[src/rtl/ps2_zx_keyboard_if.sv]
// Bus bundle for the PS/2-to-ZX keyboard block: raw PS/2 lines, the #FE row select
// and the column/scancode results returned to the CPU side.
interface ps2_zx_keyboard_if;
  logic       ps2_clk;
  logic       ps2_dat;
  logic [7:0] port_hi;
  logic [4:0] kbd_data;
  logic [7:0] scancode;
  logic       strobe;
  logic       err;

  modport master (
    output ps2_clk, ps2_dat, port_hi,
    input  kbd_data, scancode, strobe, err
  );

  modport slave (
    input  ps2_clk, ps2_dat, port_hi,
    output kbd_data, scancode, strobe, err
  );
endinterface

[src/rtl/ps2_zx_keyboard.sv]
// PS/2 set-2 receiver that tracks make/break of mapped keys and presents the
// ZX Spectrum 8x5 matrix as active-low columns for the selected address rows.
module ps2_zx_keyboard #(
  parameter int TIMEOUT = 2500
) (
  input logic             clk,
  input logic             rst,
  ps2_zx_keyboard_if.slave bus
);

  localparam int         TO_W   = $clog2(TIMEOUT + 1);
  localparam int         KEYS   = 47;
  localparam logic [5:0] NO_KEY = 6'h3F;

  typedef enum logic [1:0] {IDLE, DATA, PARITY, STOP} state_t;

  // Keys 0..39 sit at matrix position row*5+col; 40..46 are extra keys folded onto
  // CS/SS and the digit row (RShift, RCtrl, Backspace, Left, Down, Up, Right).
  function automatic logic [5:0] key_lookup(input logic ext, input logic [7:0] code);
    case ({ext, code})
      9'h012: return 6'd0;   9'h01A: return 6'd1;   9'h022: return 6'd2;
      9'h021: return 6'd3;   9'h02A: return 6'd4;   9'h01C: return 6'd5;
      9'h01B: return 6'd6;   9'h023: return 6'd7;   9'h02B: return 6'd8;
      9'h034: return 6'd9;   9'h015: return 6'd10;  9'h01D: return 6'd11;
      9'h024: return 6'd12;  9'h02D: return 6'd13;  9'h02C: return 6'd14;
      9'h016: return 6'd15;  9'h01E: return 6'd16;  9'h026: return 6'd17;
      9'h025: return 6'd18;  9'h02E: return 6'd19;  9'h045: return 6'd20;
      9'h046: return 6'd21;  9'h03E: return 6'd22;  9'h03D: return 6'd23;
      9'h036: return 6'd24;  9'h04D: return 6'd25;  9'h044: return 6'd26;
      9'h043: return 6'd27;  9'h03C: return 6'd28;  9'h035: return 6'd29;
      9'h05A: return 6'd30;  9'h04B: return 6'd31;  9'h042: return 6'd32;
      9'h03B: return 6'd33;  9'h033: return 6'd34;  9'h029: return 6'd35;
      9'h014: return 6'd36;  9'h03A: return 6'd37;  9'h031: return 6'd38;
      9'h032: return 6'd39;  9'h059: return 6'd40;  9'h114: return 6'd41;
      9'h066: return 6'd42;  9'h16B: return 6'd43;  9'h172: return 6'd44;
      9'h175: return 6'd45;  9'h174: return 6'd46;
      default: return NO_KEY;
    endcase
  endfunction

  logic              ps2_clk_p0, ps2_clk_p1, ps2_clk_p2;
  logic              ps2_dat_p0, ps2_dat_p1;
  logic              fall;
  logic              bit_in;
  state_t            state, state_nx;
  logic [2:0]        bit_cnt;
  logic [7:0]        shreg;
  logic              par_bit;
  logic [TO_W-1:0]   to_cnt;
  logic              timeout;
  logic              rx_valid, rx_err;
  logic              ext, brk;
  logic [5:0]        key_idx;
  logic [KEYS-1:0]   flags;
  logic [39:0]       matrix;
  logic [4:0]        kbd_nx;

  // Stage p0/p1: two-flop synchronisers; p2 holds the previous clock level for edge detect
  always_ff @(posedge clk or posedge rst) begin
    if (rst) begin
      ps2_clk_p0 <= 1'b1;
      ps2_clk_p1 <= 1'b1;
      ps2_clk_p2 <= 1'b1;
      ps2_dat_p0 <= 1'b1;
      ps2_dat_p1 <= 1'b1;
    end else begin
      ps2_clk_p0 <= bus.ps2_clk;
      ps2_clk_p1 <= ps2_clk_p0;
      ps2_clk_p2 <= ps2_clk_p1;
      ps2_dat_p0 <= bus.ps2_dat;
      ps2_dat_p1 <= ps2_dat_p0;
    end
  end

  assign fall    = ps2_clk_p2 & ~ps2_clk_p1;
  assign bit_in  = ps2_dat_p1;
  assign timeout = (state != IDLE) && (to_cnt == TO_W'(TIMEOUT));

  always_ff @(posedge clk or posedge rst) begin
    if (rst) begin
      state   <= IDLE;
      bit_cnt <= 3'd0;
      to_cnt  <= '0;
    end else begin
      state <= state_nx;
      if (state == IDLE)
        bit_cnt <= 3'd0;
      else if (fall && state == DATA)
        bit_cnt <= bit_cnt + 3'd1;
      if (state == IDLE || fall)
        to_cnt <= '0;
      else if (to_cnt != TO_W'(TIMEOUT))
        to_cnt <= to_cnt + 1'b1;
    end
  end

  always_comb begin
    state_nx = state;
    rx_valid = 1'b0;
    rx_err   = 1'b0;
    if (timeout) begin
      state_nx = IDLE;
      rx_err   = 1'b1;
    end else if (fall) begin
      case (state)
        IDLE:    if (bit_in) rx_err = 1'b1; else state_nx = DATA;
        DATA:    if (bit_cnt == 3'd7) state_nx = PARITY;
        PARITY:  state_nx = STOP;
        STOP: begin
          state_nx = IDLE;
          if (bit_in && (^{shreg, par_bit})) rx_valid = 1'b1;
          else                               rx_err   = 1'b1;
        end
        default: state_nx = IDLE;
      endcase
    end
  end

  always_ff @(posedge clk) begin
    if (fall && state == DATA)   shreg   <= {bit_in, shreg[7:1]};
    if (fall && state == PARITY) par_bit <= bit_in;
  end

  assign key_idx = key_lookup(ext, shreg);

  // Stage boundary: decoded byte updates prefixes, key flags and the strobe/err pulses
  always_ff @(posedge clk or posedge rst) begin
    if (rst) begin
      bus.scancode <= 8'h00;
      bus.strobe   <= 1'b0;
      bus.err      <= 1'b0;
      ext          <= 1'b0;
      brk          <= 1'b0;
      flags        <= '0;
    end else begin
      bus.strobe <= rx_valid;
      bus.err    <= rx_err;
      if (rx_valid) begin
        bus.scancode <= shreg;
        if (shreg == 8'hE0)
          ext <= 1'b1;
        else if (shreg == 8'hF0)
          brk <= 1'b1;
        else begin
          if (key_idx != NO_KEY) flags[key_idx] <= ~brk;
          ext <= 1'b0;
          brk <= 1'b0;
        end
      end else if (rx_err) begin
        ext <= 1'b0;
        brk <= 1'b0;
      end
    end
  end

  always_comb begin
    matrix     = flags[39:0];
    matrix[0]  = flags[0] | flags[40] | (|flags[46:42]);
    matrix[36] = flags[36] | flags[41];
    matrix[20] = flags[20] | flags[42];
    matrix[19] = flags[19] | flags[43];
    matrix[24] = flags[24] | flags[44];
    matrix[23] = flags[23] | flags[45];
    matrix[22] = flags[22] | flags[46];
  end

  always_comb begin
    kbd_nx = 5'b11111;
    for (int i = 0; i < 8; i++)
      if (!bus.port_hi[i]) kbd_nx = kbd_nx & ~matrix[i*5 +: 5];
  end

  // Stage boundary: registered column output toward the CPU data bus
  always_ff @(posedge clk or posedge rst) begin
    if (rst) bus.kbd_data <= 5'b11111;
    else     bus.kbd_data <= kbd_nx;
  end

endmodule

[src/flat_wrapper.sv]
// flat-port wrapper written by rule: the top's interface ports become plain ports
module ps2_zx_keyboard_flat 
#(
  parameter int TIMEOUT = 2500
)
  (clk, rst, bus_ps2_clk, bus_ps2_dat, bus_port_hi, bus_kbd_data, bus_scancode, bus_strobe, bus_err);
  ps2_zx_keyboard_if bus_i ();
  input logic clk;
  input logic rst;
  input wire logic [$bits(bus_i.ps2_clk)-1:0] bus_ps2_clk;
  input wire logic [$bits(bus_i.ps2_dat)-1:0] bus_ps2_dat;
  input wire logic [$bits(bus_i.port_hi)-1:0] bus_port_hi;
  output wire logic [$bits(bus_i.kbd_data)-1:0] bus_kbd_data;
  output wire logic [$bits(bus_i.scancode)-1:0] bus_scancode;
  output wire logic [$bits(bus_i.strobe)-1:0] bus_strobe;
  output wire logic [$bits(bus_i.err)-1:0] bus_err;
  assign bus_i.ps2_clk = bus_ps2_clk;
  assign bus_i.ps2_dat = bus_ps2_dat;
  assign bus_i.port_hi = bus_port_hi;
  assign bus_kbd_data = bus_i.kbd_data;
  assign bus_scancode = bus_i.scancode;
  assign bus_strobe = bus_i.strobe;
  assign bus_err = bus_i.err;
  ps2_zx_keyboard #(.TIMEOUT(TIMEOUT)) u_core (.clk(clk), .rst(rst), .bus(bus_i));
endmodule
[config.mk]
export PLATFORM = sky130hd
export DESIGN_NAME = ps2_zx_keyboard_flat
export DESIGN_NICKNAME = d
export VERILOG_FILES = /design/src/rtl/ps2_zx_keyboard_if.sv /design/src/rtl/ps2_zx_keyboard.sv /design/src/flat_wrapper.sv
export SDC_FILE = /design/constraint.sdc
export NUM_CORES = 1
export LEC_CHECK = 0
export ABC_AREA = 1
export ABC_CLOCK_PERIOD_IN_PS = 3300
export CAP_MARGIN = 20
export CORE_MARGIN = 2
export CORE_UTILIZATION = 48
export CTS_CLUSTER_SIZE = 24
export DETAILED_ROUTE_END_ITERATION = 8
export PLACE_DENSITY_LB_ADDON = 0.25
export SLEW_MARGIN = 5
export SYNTH_ARGS = -nofsm -noshare
export SYNTH_HDL_FRONTEND = slang
export SYNTH_SLANG_ARGS = --single-unit
[constraint.sdc]
create_clock -name clk -period 3.3 [get_ports clk]
set_clock_uncertainty 0.05 [all_clocks]
set_input_delay 0.66 -clock clk [delete_from_list [all_inputs] [get_ports clk]]
set_output_delay 0.66 -clock clk [all_outputs]
set_load 0.03 [all_outputs]
[Yosys cells after proc, flatten, opt, wreduce, memory -nomap -nowiden]
Index checks and enable logic that the tools add are counted.
Storage, ports and cells
  register bits: 95
  latch bits: 0
  bits in read-only memories: 0
  logic and storage cells: 164
  bits in writable memories: 0
  input bits: 12
  memories kept: 0
  output and inout bits: 15
Cells by class
  add/sub/neg operators: 2
  bitwise gates (word level): 28
  multiply operators: 0
  order comparisons: 2
  shift operators: 0
  divide/modulo/power cells: 0
  equal/unequal tests: 60
  mux-type cells: 37
  reduce and logical (&&, ||, !) cells: 18
Operators by type and width (number)
  6-bit case mux with 47 select lines: 1
  9-bit by 6-bit equality test with 1-bit output, second input constant: 23
  9-bit by 7-bit equality test with 1-bit output, second input constant: 10
  9-bit by 5-bit equality test with 1-bit output, second input constant: 9
  47-bit bitwise mux: 1
  9-bit equality test, second input constant: 5
  5-bit two-way mux: 8
  5-bit NOT: 8
  5-bit bitwise AND: 7
  12-bit two-way mux: 2
  8-bit equality test, second input constant: 2
  1-bit two-way mux: 16
  12-bit by 1-bit adder with 12-bit output, second input constant: 1
  12-bit equality test, second input constant: 1
  12-bit != test, second input constant: 1
  2-bit nonzero test: 5
  9-bit XOR reduction: 1
  2-bit two-way mux: 4
  1-bit bitwise OR: 8
  2-bit case mux with 4 select lines: 1
  6-bit by 7-bit less-than comparator with 1-bit output, second input constant: 1
  1-bit demux with 6-bit select: 1
  6-bit by 1-bit greater-or-equal comparator with 1-bit output, second input constant: 1
  3-bit two-way mux: 2
  18 further kinds: 28

[Logic depth before layout (Yosys ltp)]
Gate-level depths: netlist of run 1.
  depth in word-level cells: 18
  depth in mapped cells: 16
  gate-level depth less buffers: 14

[Worst setup path before layout of run 1]
OpenSTA, ideal clock, no wires.
  path type: reg2reg
  from: register u_core.shreg[6]
  to: register u_core.flags[19]
  period minus slack after synthesis: 1890 ps
  data arrival time: 1723 ps
  cell stages (with the launch flop): 16
  buffers on the path: 3
  data required time: 3133 ps
  slack: 1410 ps
  cell sequence: edfxtp_1 > inv_2 > nand2_2 > nor2_2 > nand2_1 > buf_4 > a21oi_1 > nor2_1 > nand2_1 > nor2_1 > nand3_2 > buf_6 > buf_6 > nand3_1 > nand2_1 > nand2_1
Between the ends
  longest elaborated chain between the ends: 7
Ends and longest elaborated chain
  from (decl): RTL line ps2_zx_keyboard.sv:47  | logic [7:0] shreg;
  from (signal assigned): RTL line ps2_zx_keyboard.sv:120  | if (fall && state == DATA) shreg <= {bit_in, shreg[7:1]};
  9-bit equality test (tied with other cells): RTL line ps2_zx_keyboard.sv:20  | case ({ext, code})
  6-bit case mux with 47 select lines / 1-bit logical AND (equally long branches): RTL line ps2_zx_keyboard.sv:20, ps2_zx_keyboard.sv:111
  6-bit by 7-bit less-than comparator with 1-bit output (not written as such) (tied with other cells): RTL line ps2_zx_keyboard.sv:145  | if (key_idx != NO_KEY) flags[key_idx] <= ~brk;
  1-bit logical AND (not written as such) / 1-bit two-way mux (equally long branches): RTL line ps2_zx_keyboard.sv:145, ps2_zx_keyboard.sv:105
  1-bit two-way mux (on tied branches): RTL line ps2_zx_keyboard.sv:145, ps2_zx_keyboard.sv:104
  1-bit demux with 6-bit select / 1-bit two-way mux (equally long branches)
  47-bit bitwise mux / 4-bit AND reduction (equally long branches)
  to (signal, indexed assignment): RTL line ps2_zx_keyboard.sv:145
  to (decl): RTL line ps2_zx_keyboard.sv:54  | logic [KEYS-1:0] flags;
Parallel ways exist; a longest one is shown, timed or not.
A chain may end at the register's enable or synchronous reset.

[Final worst setup path of run 1]
  from: register u_core.ext
  to: register u_core.flags[8]
Between the ends
  longest elaborated chain between the ends: 7
Ends and longest elaborated chain
  from (decl): RTL line ps2_zx_keyboard.sv:52  | logic ext, brk;
  from (signal assigned): RTL line ps2_zx_keyboard.sv:132  | ext <= 1'b0;
  from (signal assigned): RTL line ps2_zx_keyboard.sv:141  | ext <= 1'b1;
  from (signal assigned): RTL line ps2_zx_keyboard.sv:146  | ext <= 1'b0;
  9-bit equality test (tied with other cells): RTL line ps2_zx_keyboard.sv:20
  6-bit case mux with 47 select lines *: RTL line ps2_zx_keyboard.sv:20
  6-bit by 7-bit less-than comparator with 1-bit output (not written as such) / 6-bit by 1-bit greater-or-equal comparator with 1-bit output (equally long branches): RTL line ps2_zx_keyboard.sv:145
  1-bit logical AND (not written as such): RTL line ps2_zx_keyboard.sv:145
  1-bit two-way mux (not written as such): RTL line ps2_zx_keyboard.sv:145
  1-bit demux with 6-bit select
  47-bit bitwise mux: RTL line ps2_zx_keyboard.sv:145
Mark *: on every way between the ends. The rest lies on a longest branch, timed or not.

==> run_results.csv, run 1 <==
group,metric,value,unit
critical_path,critical_path_cell_count,13,
grt,grt_pass1_vias,4592,
power,p_leak,2.87,nW
hold_path,min_path_type,"flip-flop to flip-flop",
timing,slew_headroom,0.488,
final_layout,regArea,2430,µm²
placement,portBuffers,26,
route,first_iter_violations,389,
critical_path,cpLargestDelayFamily,"simple AND/OR/NAND/NOR gates",
timing,fmax,0.388,GHz
final_layout,synthToLayoutAreaGrowth,10.5,%
clock_network,cts_buffer_depth,2,
final_layout,drive_above_1_share,0.0881,
floorplanning,die_x,110,µm
grt,grt_max_degree,73,
final_layout,fill_cells,1060,
route,vias_per_cell,5.53,
timing,finalCritPeriodShare,0.780,
power,power_density,521,nW/µm²
clock_network,clk_pin_slew,90,ps
synth,ys_ff_latch,95,
timing,report.final.slew_viol_count,0,
run_status,status,"finished clean",
critical_path,cp-startpoint,"u_core.ext",
placement,dp.cells,873,
synth,synth_edf_count,9,
route,drc_errors,0,
synth,yosysUniqueCellTypes,34,
critical_path,timing.rr.start,"u_core.ext",
critical_path,critPathLaunchType,"flip-flop",
timing,layout_min_cycle_time,2570,ps
synth,synth_top_cell_by_area,"dfrtp_1",
critical_path,crit_type,"flip-flop to flip-flop",
timing,setup_viol,0,
final_layout,diodes,0,
route,routedWlPerCell,16.2,µm
clock_network,cts_tree,"done",
critical_path,crit_required,3520,ps
clock_network,cts-root-buf,"clkbuf_8",
clock_network,cts_sinks,95,
grt,grt_overflow,0,
power,ir_worst_vdd,362,µV
clock_network,clock_latency,380,ps
final_layout,final_cells,889,
timing,worst_pin_slew,766,ps
floorplanning,die-height,110,µm
critical_path,critPathBufInv,3,
placement,place_area,5730,µm²
synth,syn_inst,729,
critical_path,r2r_slack,730,ps
critical_path,r2r_cells,13,
synth,yosys_warnings,0,
clock_network,cts_resized,0,
job,drv_cap,0,
critical_path,slowest_stage,"dfrtp_1",
floorplanning,dieArea,12100,µm²
clock_network,cts_buffers,9,
grt,grt_pass1_wl,23400,µm
grt,antenna_found_initial,0,
floorplanning,start_util,0.495,
route,vias,4920,
floorplanning,coreArea,10900,µm²
floorplanning,ios,27,
critical_path,crit_fanout,32,
placement,gp_congestion,0.930,
critical_path,crit_path_cell_trace,"inv_2, nand3_1, nor2_1, inv_2, o21ai_1, nor2_1, nand2_1, nor2_1, nand3_2, buf_4, nand3_1, nand2_1, nand2_1",
timing,tns,0,ps
placement,dp_hpwl,10500,µm
synth,ys_seq_area_frac,0.452,
clock_network,cts_setup_buffers,0,
critical_path,reg2reg_to,"u_core.flags[8]",
synth,ys_async_sr_fraction,0.905,
clock_network,ctsHoldBuffers,0,
critical_path,arrival,2800,ps
synth,ys.flop_type,"dfrtp_1",
synth,synthesis.nets,749,
route,drt-pass1-iter-count,6,
critical_path,slowest_delay,630,ps
final_layout,finalNetCount,764,
timing,grt_setup_unrepaired,"no",
synth,synth_area_leaders,"dfrtp_1, nand2_1, nand3_1, nand4_1, nor2_1",
critical_path,crit_path_end_kind,"flip-flop",
route,drtAntennaViolNets,0,
synth,syn_area,5390,µm²
route,routed_wl,14400,µm
final_layout,multi_input_area,2410,µm²
critical_path,endpoint,"u_core.flags[8]",
final_layout,design_area,5950,µm²
grt,grt.total_usage,0.257,
clock_network,cts-htree-levels,3,
synth,synth_top_area_frac,0.353,
synth,syn_area_per_cell,7.39,µm²
timing,finalHoldViolCount,0,
floorplanning,rows,38,
synthesized netlist by cell type (3+ instances only):
cell type,count
nand2_2,4
inv_2,21
buf_1,3
buf_6,3
edfxtp_1,9
nor2_2,3
a21oi_1,21
a221oi_1,3
nand2_1,191
nor4_1,7
inv_1,75
buf_4,8
nand4_1,51
ha_1,8
nor2_1,82
nand3_1,73
dfrtp_1,76
o21ai_0,32
dfstp_2,10
clkbuf_1,6
nor3_1,16
buf_2,10
metal layers:
metal,vias up,global-route usage,share of wire,routed length [µm]
li1,2425,-,-,-
met1,2350,0.344,0.45,6510
met2,116,0.412,0.47,6760
met3,29,0.0368,0.042,605
met4,0,0.119,0.034,488
met5,-,0,0,0
where the power goes:
part	total, mW	switching (mW)	internal (mW)
clock network	0.840	0.402	0.438
logic	0.862	0.595	0.267
registers	1.40	0.102	1.30
state kept, by name (all words and copies together) (netlist names):
name,cells
u_core.state,2
u_core.par_bit,1
u_core.flags,47
u_core.ps2_clk_p0,1
u_core.bus.strobe,1
u_core.to_cnt,12
u_core.ps2_clk_p1,1
u_core.bus.scancode,8
u_core.shreg,8
u_core.bus.err,1
u_core.ps2_dat_p0,1
u_core.bus.kbd_data,5
u_core.ps2_clk_p2,1
u_core.bit_in,1
u_core.bit_cnt,3
u_core.brk,1
u_core.ext,1
kinds of logic after synthesis:
group	synth area share
adder cells (fa/ha/maj)	0.0186
multiplexers	0.00209
AND/OR/NAND/NOR	0.356
flip-flops	0.452
AO/OA/AOI/OAI	0.0680
XOR/XNOR	0.00325
buffers and inverters	0.0999
through the flow:
| stage | util | power (mW) | hold slack [ps] | worst slack (ps) |
|---|---|---|---|---|
| floorplan | - | 2.03 | 295 | 385 |
| global placement | 0.526 | 2.25 | 296 | 781 |
| detailed placement | 0.526 | 2.28 | 299 | 751 |
| CTS | 0.547 | 3.13 | 312 | 731 |
| global route | 0.547 | 3.29 | 314 | 518 |
| finish | 0.547 | 3.10 | 311 | 726 |
placed cells by master (no fill, tap or decap), drive strengths merged, types with 3 or more instances in the layout:
cell           instances
dfstp                 10
edfxtp                 9
nor3                  16
buf                    8
inv                   95
clkbuf                14
clkdlybuf4s50         26
a221oi                 3
nor4                   7
ha                     8
nand4                 51
nand3                 75
o21ai                 34
nor2                  87
nand2                195
a21oi                 21
dfrtp                 76
layout make-up:
cell class | count | share of cell area
flip-flops and latches | 95 | 0.409
multi-input cells | 508 | 0.406
inverters | 96 | 0.0608
repair buffers | 34 | 0.0580
clock buffers | 14 | 0.0309
well taps | 140 | 0.0294
clock inverters | 2 | 0.00589
worst reg2reg max path: stages (launching register included):
cell and delay [ps]:
dfrtp_1 630, inv_2 310, nand3_1 120, nor2_1 280, inv_2 130, o21ai_1 140, nor2_1 60, nand2_1 50
nor2_1 40, nand3_2 90, buf_4 300, nand3_1 130, nand2_1 90, nand2_1 40
worst min path at each step:
stage,startpoint,end,cells after the start
after global routing,u_core.ps2_clk_p0,u_core.ps2_clk_p1,0
after global placement,u_core.ps2_dat_p0,u_core.bit_in,0
after CTS,u_core.ps2_clk_p0,u_core.ps2_clk_p1,0
final,u_core.ps2_clk_p0,u_core.ps2_clk_p1,0
after floorplan,u_core.ps2_dat_p0,u_core.bit_in,0
after detailed placement,u_core.ps2_clk_p0,u_core.ps2_clk_p1,0
(Power assumes the default switching activity.)
==> inputs of run 2 (changes only) <==
ABC_CLOCK_PERIOD_IN_PS = 2500   (was 3300)
clock period = 2.5 ns   (was 3.3 ns; I/O delays follow)
==> run 2 against run 1 <==
Effect of this change: combinational power is 40% higher; utilization up 0.45 points; largest cell class unchanged; maximum frequency up 14%; highest routed layer unchanged; critical endpoint is now u_core.flags[35].
==> run_results.csv, run 2 (synthesis gave the netlist of run 1 again) <==
group,metric,value,unit
timing,report.final.slew_viol_count,0,
floorplanning,rows,38,
grt,grt.total_usage,0.238,
timing,finalCritPeriodShare,0.902,
grt,grt_overflow,0,
final_layout,diodes,0,
power,p_leak,2.88,nW
final_layout,mostFrequentLayoutCell,"nand2_1",
power,ir_worst_vdd,595,µV
placement,portBuffers,26,
timing,slew_headroom,0.505,
run_status,status,"finished clean",
critical_path,crit_type,"flip-flop to flip-flop",
job,drv_cap,0,
timing,worst_pin_slew,736,ps
route,routed_wl,13400,µm
clock_network,cts_sinks,95,
final_layout,multi_input_area,2420,µm²
placement,dp_hpwl,9580,µm
final_layout,fill_cells,1017,
power,finalPower,4.01,mW
floorplanning,die-height,110,µm
critical_path,crit_path_end_kind,"flip-flop",
floorplanning,coreArea,10900,µm²
critical_path,crit_required,2720,ps
placement,gp_congestion,0.969,
clock_network,cts-root-buf,"clkbuf_8",
clock_network,cts_tree,"done",
route,drt-pass1-iter-count,4,
clock_network,cts_buffer_depth,2,
clock_network,clock_latency,380,ps
clock_network,clk_pin_slew,80,ps
final_layout,reg_top3,"u_core.flags (47), u_core.to_cnt (12)",
clock_network,cts_buffers,9,
final_layout,final_core_util,0.551,
route,drc_errors,0,
route,first_iter_violations,359,
grt,grt_max_degree,96,
final_layout,drive_above_1_share,0.0930,
grt,antenna_found_initial,0,
clock_network,cts-htree-levels,3,
timing,setup_viol,0,
route,vias_per_cell,5.48,
timing,finalHoldViolCount,0,
floorplanning,start_util,0.495,
grt,grt_pass1_wl,22100,µm
route,routedWlPerCell,15.0,µm
hold_path,min_path_type,"flip-flop to flip-flop",
floorplanning,dieArea,12100,µm²
final_layout,finalNetCount,768,
critical_path,arrival,2470,ps
power,power_density,669,nW/µm²
critical_path,crit_fanout,47,
critical_path,critPathLaunchType,"flip-flop",
timing,layout_min_cycle_time,2260,ps
final_layout,largest_register_ffs,47,
final_layout,layout_common_cells,"nand2_1, nor2_1, dfrtp_1",
timing,tns,0,ps
final_layout,synthToLayoutAreaGrowth,11.4,%
timing,grt_setup_unrepaired,"no",
final_layout,largest_register,"u_core.flags",
route,vias,4891,
floorplanning,die_x,110,µm
grt,grt_pass1_vias,4606,
route,drtAntennaViolNets,0,
timing,fmax,0.443,GHz
floorplanning,ios,27,
clock_network,ctsHoldBuffers,0,
final_layout,regArea,2430,µm²
## run 2: cell types whose count changed in the layout (fill, tap and decap cells not counted), sizes merged
cell      before  now
bufinv         1    0
clkinv         2    0
clkbuf        14   17
buf            8   11
clkinvlp       0    1
## run 2: final timing paths
path                       slack, ps  depth (start not counted)              start           endpoint
setup / recovery                 240                         13    u_core.shreg[7]   u_core.flags[35]
hold / removal                   310                          0  u_core.ps2_dat_p0      u_core.bit_in
setup reg to reg                 240                         13    u_core.shreg[7]   u_core.flags[35]
hold reg to reg                  310                          0  u_core.ps2_dat_p0      u_core.bit_in
max in group asynchronous       1320                          3                rst  u_core.ps2_clk_p2
min in group asynchronous        450                          2                rst   u_core.flags[24]
## run 2: where the power goes
group / switching (mW) / internal (mW)
Sequential: 0.104 / 1.72
Clock: 0.510 / 0.473
Combinational: 0.820 / 0.392
Total: 1.43 / 2.58
## run 2: per-stage QoR
stage | hold WS [ps] | instance area, µm² | std cells | setup slack, ps
after floorplan | 295 | 5390 | 729 | 610
after global placement | 298 | 5780 | 876 | 165
after detailed placement | 298 | 5780 | 876 | 141
after CTS | 312 | 5970 | 892 | 128
after global routing | 313 | 6000 | 893 | 19.5
final | 311 | 6000 | 893 | 245
## run 2: routing by layer
layer | up-vias | GRT usage | wire length [µm] | part of all wire
li1 | 2435 | - | - | -
met4 | 0 | 0.103 | 326 | 0.024
met1 | 2315 | 0.317 | 6130 | 0.46
met2 | 119 | 0.386 | 6380 | 0.48
met5 | - | 0 | 0 | 0
met3 | 22 | 0.0332 | 586 | 0.044
## run 2: what timing repair did
action / 4_1_cts / 5_1_grt
setup endpoints to repair: 0 / 47
buffers inserted: 0 / 0
gates resized for setup: 0 / 1
## run 2: final cells by class
class / count / share of cell area
Clock buffer: 16 / 0.0317
Inverter: 96 / 0.0607
Multi-Input combinational cell: 508 / 0.403
Sequential cell: 95 / 0.406
Tap cell: 140 / 0.0292
Timing Repair Buffer: 38 / 0.0697
## run 2: worst max-delay path, cell delays in order, from the launching register on
cell and delay (ps):
edfxtp_1 460, inv_2 120, nand2_2 60, nor2_2 150, nand2_1 220, nor2_1 260, nor2_1 70, nand3_1 70
nor2_1 50, nand3_2 130, buf_12 240, nand3_1 110, nand2_1 70, nand2_1 50
